<file path="config.mk">
export PLATFORM = sky130hd
export DESIGN_NAME = act_pack_int8
export DESIGN_NICKNAME = d
export VERILOG_FILES = /design/src/rtl/act_pkg.sv /design/src/rtl/int8_quant.sv /design/src/rtl/act_pack_int8.sv
export SDC_FILE = /design/constraint.sdc
export NUM_CORES = 1
export LEC_CHECK = 0
export ABC_AREA = 1
export CORE_AREA = 2 2 107 129
export DETAILED_ROUTE_END_ITERATION = 10
export DIE_AREA = 0 0 109 131
export HOLD_SLACK_MARGIN = 0.05
export SETUP_SLACK_MARGIN = 0.05
export SYNTH_ARGS = -nofsm -noshare
export SYNTH_HDL_FRONTEND = slang
export SYNTH_HIERARCHICAL = 1
export SYNTH_SLANG_ARGS = --single-unit
export TNS_END_PERCENT = 100
</file>
<file path="constraint.sdc">
create_clock -name clk -period 1.6 [get_ports clk]
set_input_delay 0.4 -clock clk [delete_from_list [all_inputs] [get_ports clk]]
set_output_delay 0.4 -clock clk [all_outputs]
set_load 0.1 [all_outputs]
</file>
<file path="src/rtl/act_pkg.sv">
// Shared types and constants for the activation requantise/pack path.
package act_pkg;
    localparam int ACT_FRAC_BITS = 8;
    localparam int INT8_MIN      = -128;
    localparam int INT8_MAX      = 127;
    localparam int PACK_LANES    = 4;

    // Signed Q8.8 activation as produced by the SiLU stage.
    typedef logic signed [15:0] act_q88_t;
    // One requantised int8 lane.
    typedef logic signed [7:0]  lane_t;
endpackage

</file>
<file path="src/rtl/int8_quant.sv">
// Combinational Q8.8 -> int8 requantiser: round-half-up arithmetic shift,
// then clamp to [-128,127]. sat_o flags a pre-clamp value outside that range.
module int8_quant
    import act_pkg::*;
#(
    parameter int SHIFT = 4
) (
    input  act_q88_t   data_i,
    output logic [7:0] q_o,
    output logic       sat_o
);
    localparam logic signed [16:0] ROUND = 17'sd1 <<< (SHIFT - 1);
    localparam logic signed [16:0] HI    = 17'(INT8_MAX);
    localparam logic signed [16:0] LO    = 17'(INT8_MIN);

    logic signed [16:0] ext;
    logic signed [16:0] biased;
    logic signed [16:0] shifted;
    logic               over_hi;
    logic               over_lo;

    // Seventeen bits keep the rounding add from wrapping at 0x7FFF.
    always_comb begin
        ext     = {data_i[15], data_i};
        biased  = ext + ROUND;
        shifted = biased >>> SHIFT;
        over_hi = shifted > HI;
        over_lo = shifted < LO;
        sat_o   = over_hi || over_lo;
        if (over_hi) begin
            q_o = 8'h7F;
        end else if (over_lo) begin
            q_o = 8'h80;
        end else begin
            q_o = shifted[7:0];
        end
    end
endmodule

</file>
<file path="src/rtl/act_pack_int8.sv">
// Requantises Q8.8 activations to int8 and packs four lanes little-endian
// into 32-bit words. Optional saturation counter: define ACT_PACK_STATS_EN.
module act_pack_int8
    import act_pkg::*;
#(
    parameter int SHIFT = 4
) (
    input  logic        clk,
    input  logic        rst,
    input  logic        in_valid,
    input  logic [15:0] in_data,
    input  logic        in_last,
    output logic        in_ready,
    output logic        out_valid,
    output logic [31:0] out_data,
    output logic [3:0]  out_keep,
    output logic        out_last,
    input  logic        out_ready,
    output logic [15:0] sat_count
);
    logic [1:0]                  cnt_q, cnt_d;
    logic [PACK_LANES-1:0][7:0]  lane_q, lane_d, word_w;
    logic [PACK_LANES-1:0]       keep_w;
    logic                        out_valid_q, out_valid_d;
    logic [31:0]                 out_data_q, out_data_d;
    logic [3:0]                  out_keep_q, out_keep_d;
    logic                        out_last_q, out_last_d;
    logic [7:0]                  quant_q;
    logic                        quant_sat;
    logic                        beat;
    logic                        complete;

    int8_quant #(.SHIFT(SHIFT)) u_quant (
        .data_i (act_q88_t'(in_data)),
        .q_o    (quant_q),
        .sat_o  (quant_sat)
    );

    // Ready depends only on the output register, never on in_valid.
    assign in_ready = !out_valid_q || out_ready;
    assign beat     = in_valid && in_ready;
    assign complete = beat && (cnt_q == 2'd3 || in_last);

    // Per-lane insert of the accepted byte; the pack register clears on word
    // completion so unused upper lanes of a short word read as zero.
    for (genvar gi = 0; gi < PACK_LANES; gi++) begin : g_lane
        assign word_w[gi] = (beat && cnt_q == 2'(gi)) ? quant_q : lane_q[gi];
        assign lane_d[gi] = complete ? 8'h00 : word_w[gi];
        assign keep_w[gi] = (2'(gi) <= cnt_q);
    end

    // Next-state for lane counter and output register (hold until accepted).
    always_comb begin
        cnt_d       = cnt_q;
        out_valid_d = out_valid_q;
        out_data_d  = out_data_q;
        out_keep_d  = out_keep_q;
        out_last_d  = out_last_q;
        if (out_valid_q && out_ready) begin
            out_valid_d = 1'b0;
        end
        if (complete) begin
            cnt_d       = 2'd0;
            out_valid_d = 1'b1;
            out_data_d  = word_w;
            out_keep_d  = keep_w;
            out_last_d  = in_last;
        end else if (beat) begin
            cnt_d = cnt_q + 2'd1;
        end
    end

    // State registers; reset mid-word discards the partial word.
    always_ff @(posedge clk or negedge rst) begin
        if (!rst) begin
            cnt_q       <= 2'd0;
            lane_q      <= '0;
            out_valid_q <= 1'b0;
            out_data_q  <= 32'h0;
            out_keep_q  <= 4'h0;
            out_last_q  <= 1'b0;
        end else begin
            cnt_q       <= cnt_d;
            lane_q      <= lane_d;
            out_valid_q <= out_valid_d;
            out_data_q  <= out_data_d;
            out_keep_q  <= out_keep_d;
            out_last_q  <= out_last_d;
        end
    end

    assign out_valid = out_valid_q;
    assign out_data  = out_data_q;
    assign out_keep  = out_keep_q;
    assign out_last  = out_last_q;

`ifdef ACT_PACK_STATS_EN
    logic [15:0] sat_q;

    // Saturating count of accepted beats that clamped; sticks at 0xFFFF.
    always_ff @(posedge clk or negedge rst) begin
        if (!rst) begin
            sat_q <= 16'h0;
        end else if (beat && quant_sat && sat_q != 16'hFFFF) begin
            sat_q <= sat_q + 16'h1;
        end
    end

    assign sat_count = sat_q;
`else
    logic unused_quant_sat;

    assign unused_quant_sat = quant_sat;
    assign sat_count        = 16'h0;
`endif
endmodule

</file>
### Word-level counts from Yosys, hierarchy flattened

Index checks and enable logic that the tools add are counted.

| cells by class | value |
|---|---|
| eq/ne operators | 3 |
| reduce and logical (&&, ||, !) cells | 13 |
| $add $sub $neg | 2 |
| order comparisons | 6 |
| muxes and demuxes | 14 |

Operators with widths:

| cell | count |
|---|---|
| $mux 8 | 10 |
| $add 16x5->17 const B | 1 |
| $gt 13x8->1 const B | 1 |
| $lt 13x8->1 const B | 1 |
| $logic_and 1x1->1 | 7 |
| $eq 2x2->1 const B | 2 |
| $le 1x2->1 const A | 2 |
| $le 2x2->1 const A | 2 |
| $mux 2 | 2 |
| $reduce_bool 2->1 | 2 |
| $add 2x1->2 const B | 1 |
| $eq 2x1->1 const B | 1 |
| $logic_not 2->1 | 1 |
| $logic_or 1x1->1 | 2 |
| $mux 1 | 2 |
| $logic_not 1->1 | 1 |

| storage, ports and cells | value |
|---|---|
| output and inout bits | 55 |
| input port bits | 21 |
| logic and storage cells | 47 |
| bits in registers | 72 |

### Longest topological paths before layout

| logic depth | value |
|---|---|
| depth after elaboration | 6 |
| depth in mapped cells | 15 |
| depth with buffers taken out | 15 |

### Modules after synthesis

Netlist, hierarchy kept.

By module, submodules not included:

| module | instances | sequential area each (um^2) | area an instance (um^2) | cells an instance |
|---|---|---|---|---|
| act_pack_int8 | 1 | 1801.7 | 3422.0 | 410 |
| int8_quant | 1 | 0.0 | 404.1 | 85 |

### Least setup slack after synthesis

Ideal clock, no wire load.

| path | value |
|---|---|
| kind | reg2out |
| start point | register out_valid_q, in the netlist out_valid |
| end point | output in_ready |
| arrival time | 1579 ps |
| path buffers | 2 |
| required time | 1200 ps |
| stages on the path, launching flop included | 4 |
| slack | -379 ps |
| cell sequence | dfrtp_1 nand2_1 buf_4 buf_4 |

| on the way | value |
|---|---|
| word-level cells in the longest chain between the ends | 2 |

Ends and longest elaborated chain:

| item | RTL line | RTL |
|---|---|---|
| start: declaration | act_pack_int8.sv:24 | `logic out_valid_q, out_valid_d;` |
| start signal: assignment | act_pack_int8.sv:85 | `out_valid_q <= out_valid_d;` |
| $logic_not 1->1 | act_pack_int8.sv:40 | `assign in_ready = !out_valid_q \|\| out_ready;` |
| $logic_or 1x1->1 | act_pack_int8.sv:40 |  |
| end: declaration | act_pack_int8.sv:13 | `output logic in_ready,` |

No other way between the ends.

### Worst setup path in the final report

| path | value |
|---|---|
| start point | input in_data[4] |
| end point | register out_data_q[4], in the netlist out_data[4] |

| on the way | value |
|---|---|
| word-level cells in the longest chain between the ends | 5 |
| elaborated cells between the ends (all ways) | 6 |
| classes of those cells | 1 x add/sub; 2 x order compare; 3 x mux |

Ends and longest elaborated chain:

| item | RTL line | RTL |
|---|---|---|
| start: declaration | act_pack_int8.sv:11 | `input logic [15:0] in_data,` |
| $add 16x5->17 (*) | int8_quant.sv:25 | `biased = ext + ROUND;` |
| $lt 13x8->1 | int8_quant.sv:28 | `over_lo = shifted < LO;` |
| $mux 8 | int8_quant.sv:32 | `end else if (over_lo) begin` |
| $mux 8 (*) | int8_quant.sv:30 | `if (over_hi) begin` |
| named net quant_q[4] | act_pack_int8.sv:28 | `logic [7:0] quant_q;` |
| $mux 8 (*) | act_pack_int8.sv:47 | `assign word_w[gi] = (beat && cnt_q == 2'(gi)) ? quant_q : lane_q[gi];` |
| end signal: assignment | act_pack_int8.sv:86 | `out_data_q <= out_data_d;` |
| end: declaration | act_pack_int8.sv:25 | `logic [31:0] out_data_q, out_data_d;` |

Mark *: on every way through the listed nets, which the timed path passes. The rest lies on a longest branch.
A chain may end at the register's enable or synchronous reset.

==> results by group <==
Clock network
  – CTS tree: built
  – Skew-Pair Late Insertion Delay: 0.33 ns
  – H-tree depth: 3
  – TritonCTS Buffers: 9
  – Clock sink count: 72
  – Root buf cell: clkbuf_16
  – Clock buffer depth: 2
  – Clock transition at path regs: 0.05 ns

GRT
  – GRT Overall Usage: 0.1431
  – Pin count of the biggest net entering global routing: 73
  – First-pass GRT wire length: 15.85 mm
  – Number of global-route vias before repair: 3363
  – Initial antenna violation count: 0
  – GRT Residual Overflow: 0

Pwr
  – Net Sw Frac: 0.4691
  – Tot Pwr: 10170 uW
  – Comb pwr share: 0.534
  – Sw power: 4771 uW
  – Peak supply drop: 1.484 mV
  – Reg power frac: 0.279
  – Clock Power Share: 0.188
  – Pleak: 0.002939 uW
  – P_int: 5400 uW
  – Pwr Density: 1811 nW/um^2

Floorplanning
  – # rows: 46
  – Die extent in x: 109 um
  – Die Ht: 131 um
  – Core area: 13070 um^2
  – Ports: 76
  – Die ar.: 14280 um^2
  – Initial Util: 0.2926

Setup path
  – Critical Path Most Common Cell: nand2_2
  – Setup crit end kind: flop
  – CP max stage delay: 0.18 ns
  – FF-to-FF Start: cnt_q[0]$_DFFE_PN0P_
  – Top delay family on crit path: simple AND/OR/NAND/NOR gates
  – Crit Path Category: input pin to flop
  – CP max stage cell: nor2_4
  – Worst path bufs/invs: 2
  – WP data arrival: 1.93 ns
  – Startpoint types: input pin
  – CP Depth: 15
  – Critical-path maximum fanout: 7
  – Cell Chain, Critical Path: buf_8 -> ha_4 -> nand2_4 -> nor2_4 -> nand3_2 -> nand2_2 -> nand2_2 -> nor2_1 -> nand2_1 -> nand2_4 -> nand2_2 -> inv_2 -> nand4_1 -> nand3_1 -> nand2_1
  – Worst R2R Setup Slack: 0.05 ns
  – FF-to-FF End: lane_q[1]$_DFF_PN0_
  – Worst EP required: 1.82 ns
  – Worst r2r path cells: 7

Status
  – Failing checks: negative setup slack
  – Status: finished, violations left

Detailed routing
  – DR iter-0 viols: 142
  – Via count: 3377
  – Drt first pass iters: 4
  – Vias per cell: 4.455
  – Residual DRC: 0
  – Remaining antenna violation count after routing: 0
  – DR WL/cell: 12.91 um
  – Wirelength, routed: 9.785 mm

Layout
  – Sequential cell area: 1805 um^2
  – Nets: 612
  – Post-synthesis to final-layout area growth: 46.91%
  – Filler cell count: 1287
  – Post-Route Utilization: 0.4298
  – Area of the multi-input gates: 1693 um^2
  – N_diodes: 0
  – Layout cells sized above 1: 0.2695

Placed design
  – HPWL Detailed: 6.871 mm
  – Port Buffers: 56
  – Routability cong.: 0.8589
  – Placement Setup Slack: -0.8436 ns

Synthesis
  – Synth Warn #: 6
  – Post-Syn Instances: 494
  – Cell Area, Synth: 3822 um^2
  – Synth Area per Inst: 7.738 um^2

Timing
  – Setup TNS: -2.934 ns
  – Hold slack: 0.09802 ns
  – Unrepaired setup endpoints after global routing: true
  – Final-report hold violation count: 0
  – Final WS setup: -0.1060 ns
  – Max Slew Vio Count: 0
  – Worst clock skew: 0.01075 ns
  – Fin crit share: 1.066
  – Setup violators final: 56
  – Max Clk Rate: 586.2 MHz
  – Final worst path period need: 1.706 ns

Hold path
  – Worst hold-check path type: input pin to async pin

Job
  – Max Cap Viol: 0
==> power by group through the flow <==
stage	clock (uW)	combinational [uW]	sequential [uW]
floorplan	0	1270	4950
global placement	0	5310	2860
detailed placement	0	5360	2870
CTS	1960	5420	2850
global route	2040	5730	2910
finish	1910	5430	2830
==> final cells by class <==
class | count | area share
repair buffers | 104 | 0.2496
flip-flops and latches | 72 | 0.3215
clock inverters | 6 | 0.01092
inverters | 55 | 0.03899
well taps | 168 | 0.03743
clock buffers | 9 | 0.04011
multi-input cells | 344 | 0.3015
==> repair_timing <==
action,in CTS,in global routing
hold buffers,0,0
gates cloned,1,1
setup buffers,4,2
pin swaps,30,19
resized for setup,65,18
setup endpoints to repair,65,67
==> through the flow <==
stage | cells | area, um^2
6_report | 758 | 5615
5_1_grt | 758 | 5615
4_1_cts | 755 | 5538
3_5_place_dp | 735 | 5129
3_3_place_gp | 735 | 5129
2_1_floorplan | 509 | 3906
==> metal layers <==
layer / vias to the layer above / share of wire / GRT usage
li1: 1701 / - / -
met1: 1589 / 0.43 / 0.1785
met2: 76 / 0.52 / 0.2404
met3: 11 / 0.042 / 0.02530
met4: 0 / 0.013 / 0.06561
met5: - / 0 / 0
==> cell usage in the layout (no fill, tap or decap), types with 2 or more instances in the layout <==
cell             n
dfrtp_1         71
nand3_2          9
xnor2_1          3
clkbuf_16       10
buf_2            5
ha_1             3
inv_4            5
clkinv_2         3
inv_2            5
dlygate4sd2_1    4
clkbuf_2         2
buf_4           37
nor2_1          41
nand4_1         33
buf_12          44
conb_1          16
nand3_1         37
buf_6            5
nor2_4           8
nand2_4          5
nand2_2         12
nand2_1        168
o21ai_0          3
inv_1           45
==> sequential cells by signal (all words and copies together) (netlist names) <==
name,count
cnt_q,2
lane_q,32
out_data,32
out_keep,4
out_last,1
out_valid,1
==> worst max path at each step <==
stage	start	end	slack [ns]
after global placement	in_data[3]	out_data[11]$_DFFE_PN0P_	-0.83
after CTS	in_data[4]	out_data[9]$_DFFE_PN0P_	-0.05
after detailed placement	in_data[3]	out_data[9]$_DFFE_PN0P_	-0.84
final	in_data[4]	out_data[4]$_DFFE_PN0P_	-0.11
after global routing	in_data[4]	out_data[4]$_DFFE_PN0P_	-0.24
after floorplan	in_data[3]	out_data[24]$_DFFE_PN0P_	-0.01
==> worst register-to-register path, stage by stage, from the launching register on <==
cell	delay, ns
dfrtp_1	0.40
inv_1	0.15
ha_1	0.36
nand3_1	0.16
buf_4	0.19
nand2_1	0.08
nand2_1	0.05
nor2_1	0.09
(Power assumes the default switching activity.)
